[src/rtl/reg_file_pkg.sv]
// Shared types and defaults for the integer register file.
// Optional same-cycle write bypass: REG_FILE_WRITE_BYPASS_EN.
package reg_file_pkg;

  localparam int WIDTH  = 32;
  localparam int DEPTH  = 32;
  localparam int ADDR_W = 5;

  typedef logic [ADDR_W-1:0] reg_num_t;
  typedef logic [WIDTH-1:0]  word_t;

  localparam reg_num_t ZERO_REG = '0;

endpackage

[src/rtl/rf_entry.sv]
// One register-file entry: write-enabled register with async clear.
// Optional same-cycle write bypass: REG_FILE_WRITE_BYPASS_EN.
module rf_entry #(
  parameter int WIDTH = 32
) (
  input  logic             clk,
  input  logic             reset,
  input  logic             we,
  input  logic [WIDTH-1:0] d,
  output logic [WIDTH-1:0] q
);

  always_ff @(posedge clk or posedge reset) begin
    if (reset) begin
      q <= '0;
    end else if (we) begin
      q <= d;
    end
  end

endmodule

[src/rtl/reg_file.sv]
// Register file: 2 async read ports, 1 sync write port, live non-zero count.
// Optional same-cycle write bypass: REG_FILE_WRITE_BYPASS_EN.
module reg_file
  import reg_file_pkg::*;
#(
  parameter int WIDTH  = reg_file_pkg::WIDTH,
  parameter int DEPTH  = reg_file_pkg::DEPTH,
  parameter int ADDR_W = reg_file_pkg::ADDR_W
) (
  input  logic              clk,
  input  logic              reset,
  input  logic [ADDR_W-1:0] rn1,
  input  logic [ADDR_W-1:0] rn2,
  output logic [WIDTH-1:0]  rd1,
  output logic [WIDTH-1:0]  rd2,
  input  logic [ADDR_W-1:0] wn,
  input  logic [WIDTH-1:0]  wd,
  input  logic              w,
  output logic [ADDR_W:0]   nz_count
);

  logic [DEPTH-1:0][WIDTH-1:0] q;
  logic [DEPTH-1:0]            we;
  logic                        wr_ok;
  logic [WIDTH-1:0]            old_q;
  logic                        inc;
  logic                        dec;

  assign wr_ok = w && (wn != ADDR_W'(ZERO_REG));

  assign q[0]  = '0;
  assign we[0] = 1'b0;

  for (genvar i = 1; i < DEPTH; i++) begin : g_ent
    assign we[i] = wr_ok && (wn == ADDR_W'(i));
    rf_entry #(
      .WIDTH(WIDTH)
    ) u_ent (
      .clk  (clk),
      .reset(reset),
      .we   (we[i]),
      .d    (wd),
      .q    (q[i])
    );
  end

`ifdef REG_FILE_WRITE_BYPASS_EN
  assign rd1 = (wr_ok && rn1 == wn) ? wd : q[rn1];
  assign rd2 = (wr_ok && rn2 == wn) ? wd : q[rn2];
`else
  assign rd1 = q[rn1];
  assign rd2 = q[rn2];
`endif

  // Count tracks zero/non-zero transitions of the entry being overwritten.
  assign old_q = q[wn];
  assign inc   = wr_ok && (old_q == '0) && (wd != '0);
  assign dec   = wr_ok && (old_q != '0) && (wd == '0);

  always_ff @(posedge clk or posedge reset) begin
    if (reset) begin
      nz_count <= '0;
    end else if (inc) begin
      nz_count <= nz_count + 1'b1;
    end else if (dec) begin
      nz_count <= nz_count - 1'b1;
    end
  end

endmodule

[config.mk]
export PLATFORM = sky130hd
export DESIGN_NAME = reg_file
export DESIGN_NICKNAME = d
export VERILOG_FILES = /design/src/rtl/reg_file_pkg.sv /design/src/rtl/rf_entry.sv /design/src/rtl/reg_file.sv
export SDC_FILE = /design/constraint.sdc
export NUM_CORES = 2
export LEC_CHECK = 0
export BUFFER_PORTS_ARGS = -buffer_cell sky130_fd_sc_hd__buf_2
export CAP_MARGIN = 20
export CELL_PAD_IN_SITES_DETAIL_PLACEMENT = 0
export CELL_PAD_IN_SITES_GLOBAL_PLACEMENT = 2
export CORE_ASPECT_RATIO = 1.75
export CORE_UTILIZATION = 47
export CTS_CLUSTER_DIAMETER = 80
export DETAILED_ROUTE_END_ITERATION = 8
export PLACE_DENSITY = 0.83
export SYNTH_ARGS = -nofsm -noshare
export SYNTH_HDL_FRONTEND = slang
export SYNTH_SLANG_ARGS = --single-unit
export TNS_END_PERCENT = 30
[constraint.sdc]
create_clock -name clk -period 43.6 [get_ports clk]
set_input_delay 13.08 -clock clk [delete_from_list [all_inputs] [get_ports clk]]
set_output_delay 13.08 -clock clk [all_outputs]
set_load 0.02 [all_outputs]
* Yosys cells after proc, flatten, opt, wreduce, memory -nomap -nowiden
Cells that the tools add are included.
Word-level totals: output and inout port bits 70, bits of input ports 50, logic and storage cells 118, flip-flop bits (word level) 998
Operators by class: magnitude comparators 3, reductions and logical operators 42, $add $sub $neg 2, multiplexer cells 8, equal/unequal tests 31
Operator list (count):
- binary-select mux 32 bit (select 5 bit) | 3
- 2-to-1 mux 32 bit | 3
- == test 5 bit, second input constant | 16
- logical NOT 32 bit | 2
- nonzero test 32 bit | 2
- == test 5 x 4 -> 1 bit, second input constant | 8
- logical AND 1 bit | 36
- == test 5 x 3 -> 1 bit, second input constant | 4
- less-than comparator 5 x 6 -> 1 bit, second input constant | 3
- 2-to-1 mux 6 bit | 2
- == test 5 x 2 -> 1 bit, second input constant | 2
- adder 6 x 1 -> 6 bit, second input constant | 1
- subtractor 6 x 1 -> 6 bit, second input constant | 1
- == test 5 x 1 -> 1 bit, second input constant | 1
- nonzero test 5 bit | 1
- nonzero test 2 bit | 1

* Longest topological paths before layout
word-level depth 7, gate-level depth with buffers 21, gate-level depth less buffers 17

* By module
Synthesis repeated with hierarchy kept, for this count alone.
Unflattened totals: cell total of the unflattened synthesis 3831, area, all modules 62289.7 um2
Modules (own cells, without submodules):
- rf_entry | cells each 69, area an instance 1348.8 um2, times used 31
- reg_file | cells each 1692, area an instance 20477.1 um2, times used 1

* Worst setup path before layout
Ideal clock, no wire load.
kind in2out, from input port rn1[0], to output port rd1[25], setup slack 15.123 ns, cell stages on the path 6, required time 30.520 ns, arrival time 15.397 ns, cells stage by stage clkbuf_1 > clkbuf_1 > buf_1 > mux4_1 > mux4_2 > mux2_2
On the way: longest elaborated chain between the ends 2
RTL lines:
- from (decl) | line reg_file.sv:12 | input logic [ADDR_W-1:0] rn1,
- binary-select mux 32 bit (select 5 bit) | line reg_file.sv:51 | assign rd1 = q[rn1];
- 2-to-1 mux 32 bit (implied by the code) | line reg_file.sv:51
- to (decl) | line reg_file.sv:14 | output logic [WIDTH-1:0] rd1,
Every way passes these cells. The select of a mux whose other input is x is not followed.

* Worst setup path in the final report
from input port rn2[1], to output port rd2[10]
On the way: longest elaborated chain between the ends 2
RTL lines:
- from (decl) | line reg_file.sv:13 | input logic [ADDR_W-1:0] rn2,
- binary-select mux 32 bit (select 5 bit) | line reg_file.sv:52 | assign rd2 = q[rn2];
- 2-to-1 mux 32 bit (implied by the code) | line reg_file.sv:52
- to (decl) | line reg_file.sv:15 | output logic [WIDTH-1:0] rd2,
Every way passes these cells. The select of a mux whose other input is x is not followed.

==> flow_summary.json <==
{
  "swShare": 0.3143,
  "rsz0062_at_grt": "no",
  "min_path_cells": 1,
  "die_width_um": 266.0,
  "final.min_clock_period_ns": 31.15,
  "hold_viol": 0,
  "whs_ns": 0.4717,
  "busiest_layer": "met2",
  "cts_resized": 0,
  "crit_path_frequent_cell": "buf_4",
  "syn_area_um2": 57330,
  "required_ns": 30.52,
  "tightest_slew_ns": 1.187,
  "antenna_found_initial": 6,
  "dpl_cell_area_um2": 59350,
  "use_met1": 0.3881,
  "yosysTopAreaCell": "dfrtp_1",
  "setup_viol": 0,
  "synth_nets": 3933,
  "r2r_cells": 16,
  "final_common_cell": "mux2_2",
  "hp-start": "nz_count[5]$_DFFE_PP0P_",
  "postRouteAntennaNets": 0,
  "first_pass_iters": 7,
  "finalPower_mw": 2.983,
  "place_ws_ns": 12.50,
  "path_cells": "buf_8, buf_4, buf_4, buf_4, mux2_2, a22o_1, mux4_2, mux2_2, buf_2",
  "synth.avg_cell_area_um2": 14.78,
  "crit_family": "buffers and inverters",
  "stdcell_area_um2": 62670,
  "final.setup.tns_ns": 0,
  "die_area_um2": 123400,
  "intPower_mw": 2.046,
  "power_frac_seq": 0.446,
  "synth_cells": 3878,
  "dominantRegCellSynth": "dfrtp_1",
  "utilization": 0.5172,
  "grtUsageMet2": 0.5720,
  "rr_startpoint": "g_ent[24].u_ent.q[28]$_DFFE_PP0P_",
  "layout-drive-gt1-share": 0.5516,
  "cts_buffer_depth": 3,
  "cp_max_fo": 77,
  "routed_via_density": 7.110,
  "start_util": 0.4732,
  "grt-ovfl-total": 0,
  "cts_htree_levels": 3,
  "grt_max_degree": 185,
  "ctsHoldBuffers": 0,
  "cts_tree": "done",
  "slowest_stage": "buf_4",
  "worst-path-buf-inv": 5,
  "drc": 0,
  "clkTransAtPathRegs_ns": 0.07,
  "die_h_um": 464.0,
  "clock_latency_ns": 0.74,
  "cts_setup_buffers": 0,
  "rows": 169,
  "pwr-share-clk": 0.301,
  "cts_buffers": 96,
  "clkSinkCount": 998,
  "dpl.hpwl_mm": 137.1,
  "synth_warnings": 0,
  "critPathMaxStageDelay_ns": 0.94,
  "wirelength_mm": 207.4,
  "synth_top_area_frac": 0.4356,
  "slew-limit-headroom": 0.2087,
  "status": "finished, final reports clean",
  "worst-path-stages": 9,
  "synth_seq_cells": 998,
  "place_inst": 5311,
  "start_kind": "primary input",
  "final_nets": 3841,
  "finClkSkew_ns": 0.03476,
  "layout_common_cells": "1119 x mux2_2, 998 x dfrtp_1, 589 x mux4_2",
  "combPwrFrac": 0.253,
  "timing.final.crit_share": 0.7143,
  "cp.arrival_ns": 18.07,
  "portBuffers": 119,
  "fmax_ghz": 0.03211,
  "power_density_nw_per_um2": 47.61,
  "drv_slew": 0,
  "area_growth_pct": 9.296,
  "ios": 120,
  "critPathCaptureType": "primary output",
  "maxCapViolCount": 0,
  "hold_path.class": "reg2reg",
  "synth_seq_area_share": 0.4356,
  "drtIter0Drc": 3243,
  "async_flop_share": 1.000,
  "netlist_top_cells_area": "dfrtp_1 44%, mux4_2 23%, mux2_2 22%, clkbuf_1 1.8%, nor4_1 1.3%",
  "synth_edf_count": 0,
  "vdd_drop_max_v": 0.00002463,
  "crit_type": "in2out",
  "clockRootBuffer": "clkbuf_16",
  "gp_congestion": 0.9332,
  "grt_pass1_vias": 40990,
  "core_area_um2": 121200,
  "finalNonFillerCells": 5486,
  "grt_util_met3": 0.06135,
  "p_sw_uw": 937.6,
  "grt_pass1_wl_mm": 300.7,
  "vias": 39010,
  "synth.distinct_cells": 72,
  "grt_usage": 0.3422,
  "leakage_nw": 26.08,
  "routedWlPerCell_um": 37.80,
  "crit_start": "rn2[1]",
  "layout_setup_ws_ns": 12.45
}
==> cells in the mapped netlist, drive strengths merged, types with 7 or more instances <==
master and n:
a21oi 47, inv 7, a31oi 7, a211oi 22, nand4 8, clkbuf 268, nor3 99, nand3 25
o31ai 9, mux2 1124, buf 136, nor4b 14, o21ai 38, mux4 591, or4 20, o311ai 11
o22ai 10, nand2 42, nor2 91, nor4 123, mux2i 11, a221oi 9, dfrtp 998, o41ai 14
a22o 65, nor2b 8
==> path summary, 6_finish.rpt <==
kind                                               endpoint  slack [ns]
setup / recovery                                    rd2[10]       12.45
hold / removal                      nz_count[5]$_DFFE_PP0P_        0.47
setup reg to reg                    nz_count[5]$_DFFE_PP0P_       38.36
hold reg to reg                     nz_count[5]$_DFFE_PP0P_        0.47
max in group asynchronous  g_ent[16].u_ent.q[3]$_DFFE_PP0P_       27.21
min in group asynchronous  g_ent[6].u_ent.q[19]$_DFFE_PP0P_       12.43
==> per-layer routing <==
layer | up-vias | share of wire
met3 | 799 | 0.066
li1 | 15280 | -
met5 | - | 0.00022
met2 | 1961 | 0.50
met1 | 20960 | 0.34
met4 | 6 | 0.092
==> final cells by class <==
cell class	count	area (µm²)
tap	1624	2032
antenna	4	10.01
clock buffer	137	2818
timing repair buffer	214	1423
clock inverter	33	480.5
fill	10210	58500
inverter	8	37.54
multi-input combinational	2468	30890
sequential	998	24970
==> worst reg2reg max path, stage by stage (launching register included) <==
cell and delay (ns):
dfrtp_1 0.41, nor3_1 0.42, nand2_1 0.10, mux4_2 0.52
o311ai_0 0.78, a22oi_1 0.59, nor4_4 0.62, nand2_1 0.28
ha_1 0.34, a21o_1 0.17, a21oi_1 0.22, nor2b_1 0.08
o21a_1 0.19, nor2_1 0.09, nand2_1 0.05, mux2i_1 0.18
xor2_1 0.15
==> kinds of logic (layout without fill, tap and decap cells) <==
logic type / Yosys count / after routing / synth area share
mux: 1726 / 1726 / 0.4553
flops: 998 / 998 / 0.4356
simple gates: 452 / 452 / 0.04266
buf+inv: 412 / 392 / 0.02843
compound gates: 280 / 280 / 0.03605
fa+ha+maj: 5 / 5 / 0.001222
xor+xnor: 5 / 5 / 0.0007639
other cells: 0 / 4 / 0
==> state kept, by name, summed over array words and instances, names as in the netlist <==
register	count
nz_count	6
g_ent.u_ent.q	992
==> power by group through the flow <==
stage	Clock [mW]	Sequential (mW)	Combinational, mW
after floorplan	0	1.25	0.562
after global placement	0	1.33	0.738
after detailed placement	0	1.34	0.749
after CTS	0.909	1.33	0.752
after global routing	0.942	1.35	0.793
final	0.898	1.33	0.755
Note: power is estimated with default switching activity, not from simulation.
